===== src/rtl/math_pipelined_sched_pkg.sv =====
// Shared opcode/state encodings and widths for the pipelined ALU scheduler.
package math_pipelined_sched_pkg;

  localparam int unsigned OP_W  = 3;
  localparam int unsigned CNT_W = 8;

  typedef enum logic [OP_W-1:0] {
    OP_ADD     = 3'd0,
    OP_SUB     = 3'd1,
    OP_ANDR    = 3'd2,
    OP_ORR     = 3'd3,
    OP_XORR    = 3'd4,
    OP_EQ      = 3'd5,
    OP_NEQ     = 3'd6,
    OP_ILLEGAL = 3'd7
  } op_e;

  typedef enum logic [1:0] {
    ST_IDLE = 2'd0,
    ST_HOLD = 2'd1,
    ST_DONE = 2'd2
  } state_e;

endpackage


===== src/rtl/math_pipelined_sched_rr_arbiter.sv =====
// Combinational round-robin arbiter: first requester at or after ptr wins.
module rr_arbiter #(
  parameter int unsigned N_REQ = 4,
  parameter int unsigned ID_W  = $clog2(N_REQ)
) (
  input  logic [N_REQ-1:0] req,
  input  logic [ID_W-1:0]  ptr,
  input  logic             en,
  output logic [N_REQ-1:0] grant_c,
  output logic [ID_W-1:0]  idx_c,
  output logic             any_c
);

  logic [N_REQ-1:0] rot;
  int unsigned      j;

  // Scan requesters starting at the pointer, wrapping at N_REQ-1.
  always_comb begin
    grant_c = '0;
    idx_c   = '0;
    any_c   = 1'b0;
    rot     = '0;
    j       = 0;
    for (int unsigned k = 0; k < N_REQ; k++) begin
      j   = (int'(ptr) + k) % N_REQ;
      rot = req >> j;
      if (en && !any_c && rot[0]) begin
        any_c   = 1'b1;
        idx_c   = ID_W'(j);
        grant_c = N_REQ'(1) << j;
      end
    end
  end

endmodule


===== src/rtl/math_pipelined_sched.sv =====
// Round-robin scheduler sharing one pipelined ALU between N_REQ requesters.
// Operands are held for SETTLE_CYCLES before the selected result is captured.
// Optional counters: define MATH_PIPELINED_SCHED_PERF_EN for perf_ops/perf_stall.
module math_pipelined_sched
  import math_pipelined_sched_pkg::*;
#(
  parameter int unsigned WIDTH         = 16,
  parameter int unsigned LATENCY       = 4,
  parameter int unsigned SETTLE_CYCLES = LATENCY + 1,
  parameter int unsigned N_REQ         = 4,
  parameter int unsigned ID_W          = $clog2(N_REQ)
) (
  input  logic                    clk,
  input  logic                    rst_n,
  input  logic [N_REQ-1:0]        req_valid,
  output logic [N_REQ-1:0]        req_ready,
  input  logic [N_REQ*3-1:0]      req_op,
  input  logic [N_REQ*WIDTH-1:0]  req_a,
  input  logic [N_REQ*WIDTH-1:0]  req_b,
  output logic                    rsp_valid,
  input  logic                    rsp_ready,
  output logic [ID_W-1:0]         rsp_id,
  output logic [WIDTH-1:0]        rsp_data,
  output logic                    rsp_err,
`ifdef MATH_PIPELINED_SCHED_PERF_EN
  output logic [31:0]             perf_ops,
  output logic [31:0]             perf_stall,
`endif
  output logic [WIDTH-1:0]        alu_i1,
  output logic [WIDTH-1:0]        alu_i2,
  output logic [WIDTH-1:0]        alu_i3,
  input  logic [WIDTH-1:0]        alu_sum,
  input  logic [WIDTH-1:0]        alu_sub,
  input  logic                    alu_and,
  input  logic                    alu_or,
  input  logic                    alu_xor,
  input  logic                    alu_eq,
  input  logic                    alu_neq
);

  state_e             state, state_d;
  logic [ID_W-1:0]    ptr, ptr_d;
  logic [ID_W-1:0]    id_q, id_d;
  logic [CNT_W-1:0]   cnt, cnt_d;
  op_e                op_q, op_d;
  logic [WIDTH-1:0]   i1_d, i2_d, i3_d;
  logic               rsp_valid_d, rsp_err_d;
  logic [ID_W-1:0]    rsp_id_d;
  logic [WIDTH-1:0]   rsp_data_d;

  logic [N_REQ-1:0]   grant_c;
  logic [ID_W-1:0]    idx_c;
  logic               any_c;
  logic [OP_W-1:0]    sel_op_c;
  logic [WIDTH-1:0]   sel_a_c, sel_b_c;
  logic [WIDTH-1:0]   result_c;

  rr_arbiter #(
    .N_REQ (N_REQ),
    .ID_W  (ID_W)
  ) u_arb (
    .req     (req_valid),
    .ptr     (ptr),
    .en      (state == ST_IDLE),
    .grant_c (grant_c),
    .idx_c   (idx_c),
    .any_c   (any_c)
  );

  assign req_ready = grant_c;

  // Route the winning requester's opcode and operands.
  always_comb begin
    sel_op_c = '0;
    sel_a_c  = '0;
    sel_b_c  = '0;
    for (int unsigned i = 0; i < N_REQ; i++) begin
      if (idx_c == ID_W'(i)) begin
        sel_op_c = OP_W'(req_op >> (i * OP_W));
        sel_a_c  = WIDTH'(req_a >> (i * WIDTH));
        sel_b_c  = WIDTH'(req_b >> (i * WIDTH));
      end
    end
  end

  // Pick the ALU output for the latched opcode; flags land in bit 0.
  always_comb begin
    result_c = '0;
    unique case (op_q)
      OP_ADD:  result_c = alu_sum;
      OP_SUB:  result_c = alu_sub;
      OP_ANDR: result_c = WIDTH'(alu_and);
      OP_ORR:  result_c = WIDTH'(alu_or);
      OP_XORR: result_c = WIDTH'(alu_xor);
      OP_EQ:   result_c = WIDTH'(alu_eq);
      OP_NEQ:  result_c = WIDTH'(alu_neq);
      default: result_c = '0;
    endcase
  end

  // Next-state and next-output logic for the IDLE/HOLD/DONE sequence.
  always_comb begin
    state_d     = state;
    ptr_d       = ptr;
    cnt_d       = cnt;
    op_d        = op_q;
    id_d        = id_q;
    i1_d        = alu_i1;
    i2_d        = alu_i2;
    i3_d        = alu_i3;
    rsp_valid_d = rsp_valid;
    rsp_err_d   = rsp_err;
    rsp_id_d    = rsp_id;
    rsp_data_d  = rsp_data;
    unique case (state)
      ST_IDLE: begin
        if (any_c) begin
          op_d    = op_e'(sel_op_c);
          id_d    = idx_c;
          i1_d    = sel_a_c;
          i2_d    = sel_b_c;
          i3_d    = sel_b_c;
          cnt_d   = CNT_W'(SETTLE_CYCLES - 1);
          ptr_d   = (idx_c == ID_W'(N_REQ - 1)) ? '0 : idx_c + ID_W'(1);
          state_d = ST_HOLD;
        end
      end
      ST_HOLD: begin
        if (cnt == '0) begin
          rsp_data_d  = result_c;
          rsp_err_d   = (op_q == OP_ILLEGAL);
          rsp_id_d    = id_q;
          rsp_valid_d = 1'b1;
          state_d     = ST_DONE;
        end else begin
          cnt_d = cnt - CNT_W'(1);
        end
      end
      ST_DONE: begin
        if (rsp_ready) begin
          rsp_valid_d = 1'b0;
          state_d     = ST_IDLE;
        end
      end
      default: state_d = ST_IDLE;
    endcase
  end

  // State and datapath registers.
  always_ff @(posedge clk or negedge rst_n) begin
    if (!rst_n) begin
      state     <= ST_IDLE;
      ptr       <= '0;
      cnt       <= '0;
      op_q      <= OP_ADD;
      id_q      <= '0;
      alu_i1    <= '0;
      alu_i2    <= '0;
      alu_i3    <= '0;
      rsp_valid <= 1'b0;
      rsp_err   <= 1'b0;
      rsp_id    <= '0;
      rsp_data  <= '0;
    end else begin
      state     <= state_d;
      ptr       <= ptr_d;
      cnt       <= cnt_d;
      op_q      <= op_d;
      id_q      <= id_d;
      alu_i1    <= i1_d;
      alu_i2    <= i2_d;
      alu_i3    <= i3_d;
      rsp_valid <= rsp_valid_d;
      rsp_err   <= rsp_err_d;
      rsp_id    <= rsp_id_d;
      rsp_data  <= rsp_data_d;
    end
  end

`ifdef MATH_PIPELINED_SCHED_PERF_EN
  // Response handshake and back-pressure counters, wrapping at 2^32.
  always_ff @(posedge clk or negedge rst_n) begin
    if (!rst_n) begin
      perf_ops   <= '0;
      perf_stall <= '0;
    end else begin
      if (rsp_valid && rsp_ready)  perf_ops   <= perf_ops + 32'd1;
      if (rsp_valid && !rsp_ready) perf_stall <= perf_stall + 32'd1;
    end
  end
`endif

endmodule


===== config.mk =====
export PLATFORM = sky130hd
export DESIGN_NAME = math_pipelined_sched
export DESIGN_NICKNAME = d
export VERILOG_FILES = /design/src/rtl/math_pipelined_sched_pkg.sv /design/src/rtl/math_pipelined_sched_rr_arbiter.sv /design/src/rtl/math_pipelined_sched.sv
export SDC_FILE = /design/constraint.sdc
export NUM_CORES = 1
export LEC_CHECK = 0
export BUFFER_PORTS_ARGS = -buffer_cell sky130_fd_sc_hd__clkbuf_2
export CAP_MARGIN = 15
export CORE_UTILIZATION = 45
export DETAILED_ROUTE_END_ITERATION = 16
export PLACE_DENSITY = 0.81
export SLEW_MARGIN = 10
export SYNTH_ARGS = -nofsm -noshare
export SYNTH_HDL_FRONTEND = slang
export SYNTH_SLANG_ARGS = --single-unit

===== constraint.sdc =====
create_clock -name clk -period 4.5 [get_ports clk]
set_clock_uncertainty 0.2 [all_clocks]
set_input_delay 0.675 -clock clk [delete_from_list [all_inputs] [get_ports clk]]
set_output_delay 0.675 -clock clk [all_outputs]
set_load 0.01 [all_outputs]

* After elaboration in Yosys (flattened, before gate mapping)
Index checks and enable logic that the tools add are counted.
** Word-level totals
- Input bits :: 184
- Logic and storage cells :: 97
- Bits in registers :: 69
- Output and inout bits :: 72
** Cells by class
- Reductions and logical operators :: 21
- Equal/unequal tests :: 16
- Shift operators :: 8
- Add/sub/neg operators :: 5
- Mux-type cells :: 36
** Operators with widths (number)
- $mux W16 :: 8
- $pmux W16 S7 :: 1
- $mux W2 :: 8
- $mux W4 :: 4
- $mux W8 :: 2
- $pmux W8 S2 :: 1
- $shl A1 B2 Y4 const A :: 4
- $shr A4 B2 Y1 :: 4
- $eq A3 B3 Y1 const B :: 4
- $mux W3 :: 4
- $reduce_and A3 Y1 :: 3
- $logic_not A8 Y1 :: 1
- $ne A2 B2 Y1 const B :: 4
- $sub A8 B1 Y8 const B :: 1
- $logic_and A1 B1 Y1 :: 7
- $eq A2 B2 Y1 const B :: 3
- $eq A3 B2 Y1 const B :: 2
- $mux W1 :: 6
- $pmux W2 S3 :: 1
- $add A2 B1 Y2 const B :: 2
- $add A2 B2 Y2 const B :: 2
- $eq A2 B1 Y1 const B :: 2
- $logic_not A2 Y1 :: 2
- $reduce_and A2 Y1 :: 2
- 5 further kinds :: 8

* Depth between registers and ports, before layout
- Word-level depth :: 20
- Gate-level depth with buffers :: 16
- Depth with buffers taken out :: 11

* Modules after synthesis
From an unflattened synthesis, not the netlist that was laid out.
** Unflattened totals
- Cell total of the unflattened synthesis :: 569
- Area, all modules :: 4922.2 µm²
** By module, submodules not included
- math_pipelined_sched :: seq. area each 1726.7 µm², times used 1, cells an instance 481, area an instance 4282.9 µm²
- rr_arbiter :: seq. area each 0.0 µm², times used 1, cells an instance 88, area an instance 639.4 µm²

* Worst setup path after synthesis
Ideal clock, no wire load.
- Kind :: register -> register
- From :: register ptr[1]
- To :: register alu_i3[10]
- Cell stages (with the launch flop) :: 17
- Buffers on the path :: 5
- Arrival time :: 3.778 ns
- Library setup time :: 0.083 ns
- Required time :: 4.217 ns
- Path slack :: 0.440 ns
- Period minus slack after synthesis :: 4.060 ns
- Cell sequence :: dfrtp_1 > clkbuf_1 > inv_1 > ha_1 > mux4_2 > clkbuf_1 > nor2_1 > nor2_1 > a211o_1 > ha_1 > clkbuf_1 > nor2b_1 > clkbuf_1 > clkbuf_1 > a221oi_1 > o31a_1 > o21ai_0
** On the way
- Cells in the longest elaborated chain, start to end :: 20
- Elaborated cells on any way between the ends :: 34
- Those cells by class :: 3 x add/sub; 3 x eq/ne; 4 x shift; 12 x mux; 12 x reduce/logical
** Ends and longest elaborated chain
- start, declared :: line math_pipelined_sched.sv:42 : logic [ID_W-1:0] ptr, ptr_d;
- start signal, assigned :: line math_pipelined_sched.sv:166 : ptr <= ptr_d;
- $shr A4 B2 Y1 :: line math_pipelined_sched_rr_arbiter.sv:26 : rot = req >> j;
- $logic_and A1 B1 Y1 :: line math_pipelined_sched_rr_arbiter.sv:27 : if (en && !any_c && rot[0]) begin
- $mux W1 :: line math_pipelined_sched_rr_arbiter.sv:27
- $logic_not A1 Y1 :: line math_pipelined_sched_rr_arbiter.sv:27
- $logic_and A1 B1 Y1 (2 in a row) :: line math_pipelined_sched_rr_arbiter.sv:27
- $mux W1 :: line math_pipelined_sched_rr_arbiter.sv:27
- $logic_not A1 Y1 :: line math_pipelined_sched_rr_arbiter.sv:27
- $logic_and A1 B1 Y1 (2 in a row) :: line math_pipelined_sched_rr_arbiter.sv:27
- $mux W1 :: line math_pipelined_sched_rr_arbiter.sv:27
- $logic_not A1 Y1 :: line math_pipelined_sched_rr_arbiter.sv:27
- $logic_and A1 B1 Y1 (2 in a row) :: line math_pipelined_sched_rr_arbiter.sv:27
- $mux W2 :: line math_pipelined_sched_rr_arbiter.sv:27
- $logic_not A2 Y1 :: line math_pipelined_sched.sv:78 : if (idx_c == ID_W'(i)) begin
- $mux W16 (4 in a row) :: line math_pipelined_sched.sv:78
- end signal, assigned :: line math_pipelined_sched.sv:172 : alu_i3 <= i3_d;
- end, declared :: line math_pipelined_sched.sv:31 : output logic [WIDTH-1:0] alu_i3,
Several ways; a longest one is shown, not always the timed one.
A chain may end at the register's enable or synchronous reset.

* Worst setup path in the final report
- From :: register ptr[0]
- To :: register alu_i3[9]
** On the way
- Cells in the longest elaborated chain, start to end :: 20
- Elaborated cells on any way between the ends :: 34
- Those cells by class :: 3 x add/sub; 3 x eq/ne; 4 x shift; 12 x mux; 12 x reduce/logical
** Ends and longest elaborated chain
- $shr A4 B2 Y1 :: line math_pipelined_sched_rr_arbiter.sv:26
- $logic_and A1 B1 Y1 :: line math_pipelined_sched_rr_arbiter.sv:27
- $mux W1 :: line math_pipelined_sched_rr_arbiter.sv:27
- $logic_not A1 Y1 :: line math_pipelined_sched_rr_arbiter.sv:27
- $logic_and A1 B1 Y1 (2 in a row) :: line math_pipelined_sched_rr_arbiter.sv:27
- $mux W1 :: line math_pipelined_sched_rr_arbiter.sv:27
- $logic_not A1 Y1 :: line math_pipelined_sched_rr_arbiter.sv:27
- $logic_and A1 B1 Y1 (2 in a row) :: line math_pipelined_sched_rr_arbiter.sv:27
- $mux W1 :: line math_pipelined_sched_rr_arbiter.sv:27
- $logic_not A1 Y1 :: line math_pipelined_sched_rr_arbiter.sv:27
- $logic_and A1 B1 Y1 (2 in a row) :: line math_pipelined_sched_rr_arbiter.sv:27
- $mux W2 (*) :: line math_pipelined_sched_rr_arbiter.sv:27
- net idx_c[0] :: line math_pipelined_sched.sv:52 : logic [ID_W-1:0] idx_c;
- $logic_not A2 Y1 :: line math_pipelined_sched.sv:78
- $mux W16 (3 in a row) :: line math_pipelined_sched.sv:78
- $mux W16 (*) :: line math_pipelined_sched.sv:78
Mark *: on every way through the listed nets, which the timed path passes. The rest lies on a longest branch.

==> run metrics <==
distinct cell type count after synthesis 49; Area Overhead vs Synth 32.9%; multi-input logic area 2470 µm²; filler cell count 867; number of global-route vias before repair 4491; Setup CP Type register to register; Post-synth EDFFs 0; sequential share of power 26.9%; first-pass GRT wire length 21500 µm; latest clock arrival within the worst-skew pair 0.34 ns; Critical Path AT 4.22 ns; iteration count of the initial detailed-routing pass 4; Max Slew Vio Count 0; Rows 36; met3 GRT Util 5.75%; total grt overflow 0; Slew @ Worst Pin 0.889 ns; max cap viols 0; Post-Route WL 14200 µm; Crit. End Element register; GRT Util Overall 26.4%; Peak VDD IR 385 µV; Core ar. 9770 µm²; FF+latch count, synth 69; Tmin final 4.17 ns; Starting DRT DRC Count 292; Avg Inst Size Synth 8.67 µm²; HP Class input pin to async pin; Synth top area share 38.1%; # H-tree levels 3; leakage power 2.98 nW; die area 10500 µm²; Die H 102 µm; Pint 2.38 mW; Cell Area, Synth 4530 µm²; Post-Synthesis Cells 522; DPL Wire Length 10600 µm; R2R depth 12; most instantiated library cell after synthesis nand2_1; crit path max fanout 34; final setup fails 0; drt drc 0; area leader, netlist dfrtp_1; Reg2Reg Launch Point ptr[0]; pwr/cell area 712 nW/µm²; syn nets 716; Final TNS setup 0 ns; Final Hold Vio Count 0; Clock Pin Slew Worst Setup and Hold Paths 0.09 ns; Final period util 92.6%; GR Util met1 34.1%; Num CTS Buffers 9; Slew HR 40.7%; ys async rst share 100%; startpoint types register; GR peak layer met2; Switching Share 44.4%; met2 Use GR 44.2%; status completed; antenna viol nets, final 0; Tot Pwr 4.28 mW; WL/cell 16.2 µm; clock root cell clkbuf_8; top post-synthesis cells by area dfrtp_1, nand2_1, a221oi_1; largest net degree at the start of global routing 81; reg2reg setup slack 0.33 ns; reg2reg end alu_i3[9]; sequential cell area fraction in the yosys report 38.1%; critical path required time 4.56 ns; post-CTS sizing 0; Initial Util 46.3%; fmax 240 MHz; Die X 102 µm; NetSw 1.90 mW; setup repair bufs after CTS 0; CTS tree done; RSZ-0062 raised after global routing no; GPL Wtd Cong 0.936; Total Nets Final 933; cts hold-fix bufs 0; layout cells sized above 1 40.4%; commonest register cell after synthesis dfrtp_1; Clk pwr share 14.2%; via count 4902; vias per inst 5.60; clock sink count 69; YS warnings 0; Antenna diodes 0; port buffer count 255; Register Area 1730 µm²; I/O Pins 256; commonest cells in the netlist nand2_1, dfrtp_1, nor2_1; initial antenna violation count 0; CTS max path bufs 2; Comb power frac 58.9%
==> layout by cell type, fill, tap and decap left out, types with 3 or more instances in the layout <==
cell       netlist  final
bufinv_16        0      3
buf_4           19      9
ha_1            10      9
nor2_1          43     43
a21oi_1          6      6
nand2_1         99     99
nand3b_1         3      3
o21ai_0         38     38
a221o_1          4      4
nand3_1          8      8
mux4_2           5      5
or3_1            4      4
a221oi_1        35     35
o31a_1          34     34
inv_1           10     10
nor2b_1          6      5
or3b_2           5      5
a211o_1          3      3
o31ai_1          4      4
mux2_2           3      3
dfrtp_1         69     69
mux2i_1         17     17
nor3b_1          3      3
o211ai_1         3      3
clkbuf_2         0    254
o21ai_1         19     19
clkbuf_8         0      9
==> flip-flops by register name, summed over array words and instances (netlist names) <==
register,flops
id_q,2
rsp_id,2
ptr,2
cnt,8
rsp_valid,1
alu_i3,16
alu_i1,16
rsp_err,1
rsp_data,16
state,2
op_q,3
==> layout make-up <==
| type | count | area share [%] |
|---|---|---|
| multi-input combinational | 383 | 41.0 |
| sequential | 69 | 28.7 |
| timing repair buffer | 265 | 22.9 |
| tap | 133 | 2.77 |
| clock buffer | 9 | 2.06 |
| clock inverter | 6 | 1.87 |
| inverter | 11 | 0.686 |
==> metrics by stage <==
step / hold slack [ns] / instances / utilization, % / cell area [µm²] / setup slack [ns]
after floorplan: 0.179 / 522 / - / 4530 / 0.440
after global placement: 0.264 / 861 / 59.1 / 5780 / 0.737
after CTS: 0.283 / 876 / 61.5 / 6020 / 0.476
after global routing: 0.313 / 876 / 61.5 / 6020 / 0.107
after detailed placement: 0.269 / 861 / 59.1 / 5780 / 0.472
final: 0.243 / 876 / 61.5 / 6020 / 0.335
==> metal layers <==
metal  share of wire (%)  wire, µm  vias to the layer above
li1                    -         -                     2318
met1                  42      6000                     2317
met2                  49      6910                      243
met3                 7.5      1060                       24
met4                 1.5       210                        0
met5                   0         0                        -
==> power groups by stage <==
stage	logic (mW)	registers, mW	clock network (mW)
detailed placement	2.52	1.16	0
floorplan	1.76	1.19	0
global route	2.80	1.19	0.648
CTS	2.52	1.15	0.622
global placement	2.42	1.14	0
finish	2.52	1.15	0.609
==> worst max-delay path by stage <==
stage          slack (ns)    endpoint   start  depth (start not counted)
2_1_floorplan        0.44  alu_i3[10]  ptr[1]                         16
3_3_place_gp         0.74   alu_i3[6]  ptr[0]                         12
3_5_place_dp         0.47   alu_i3[9]  ptr[0]                         12
4_1_cts              0.48   alu_i3[9]  ptr[0]                         12
5_1_grt              0.11   alu_i3[5]  ptr[0]                         12
6_report             0.33   alu_i3[9]  ptr[0]                         12
==> critical path, cell delays in order (launching register included) <==
cell and delay, ns:
dfrtp_1 0.60, inv_1 0.17, ha_1 0.42, mux4_2 0.53, nor2b_1 0.07, o21ai_0 0.44
o21ai_0 0.30, ha_1 0.30, nor2b_2 0.11, buf_4 0.35, a221oi_1 0.15, o31a_1 0.25
o21ai_0 0.17
==> cell families after synthesis <==
| family | after synthesis | synth area share, % |
|---|---|---|
| AO/OA/AOI/OAI | 163 | 26.6 |
| adder cells (fa/ha/maj) | 10 | 2.76 |
| buffers and inverters | 70 | 7.49 |
| flip-flops | 69 | 38.1 |
| multiplexers | 26 | 7.24 |
| AND/OR/NAND/NOR | 184 | 17.8 |
No activity file was read; power rests on OpenSTA's default activity.
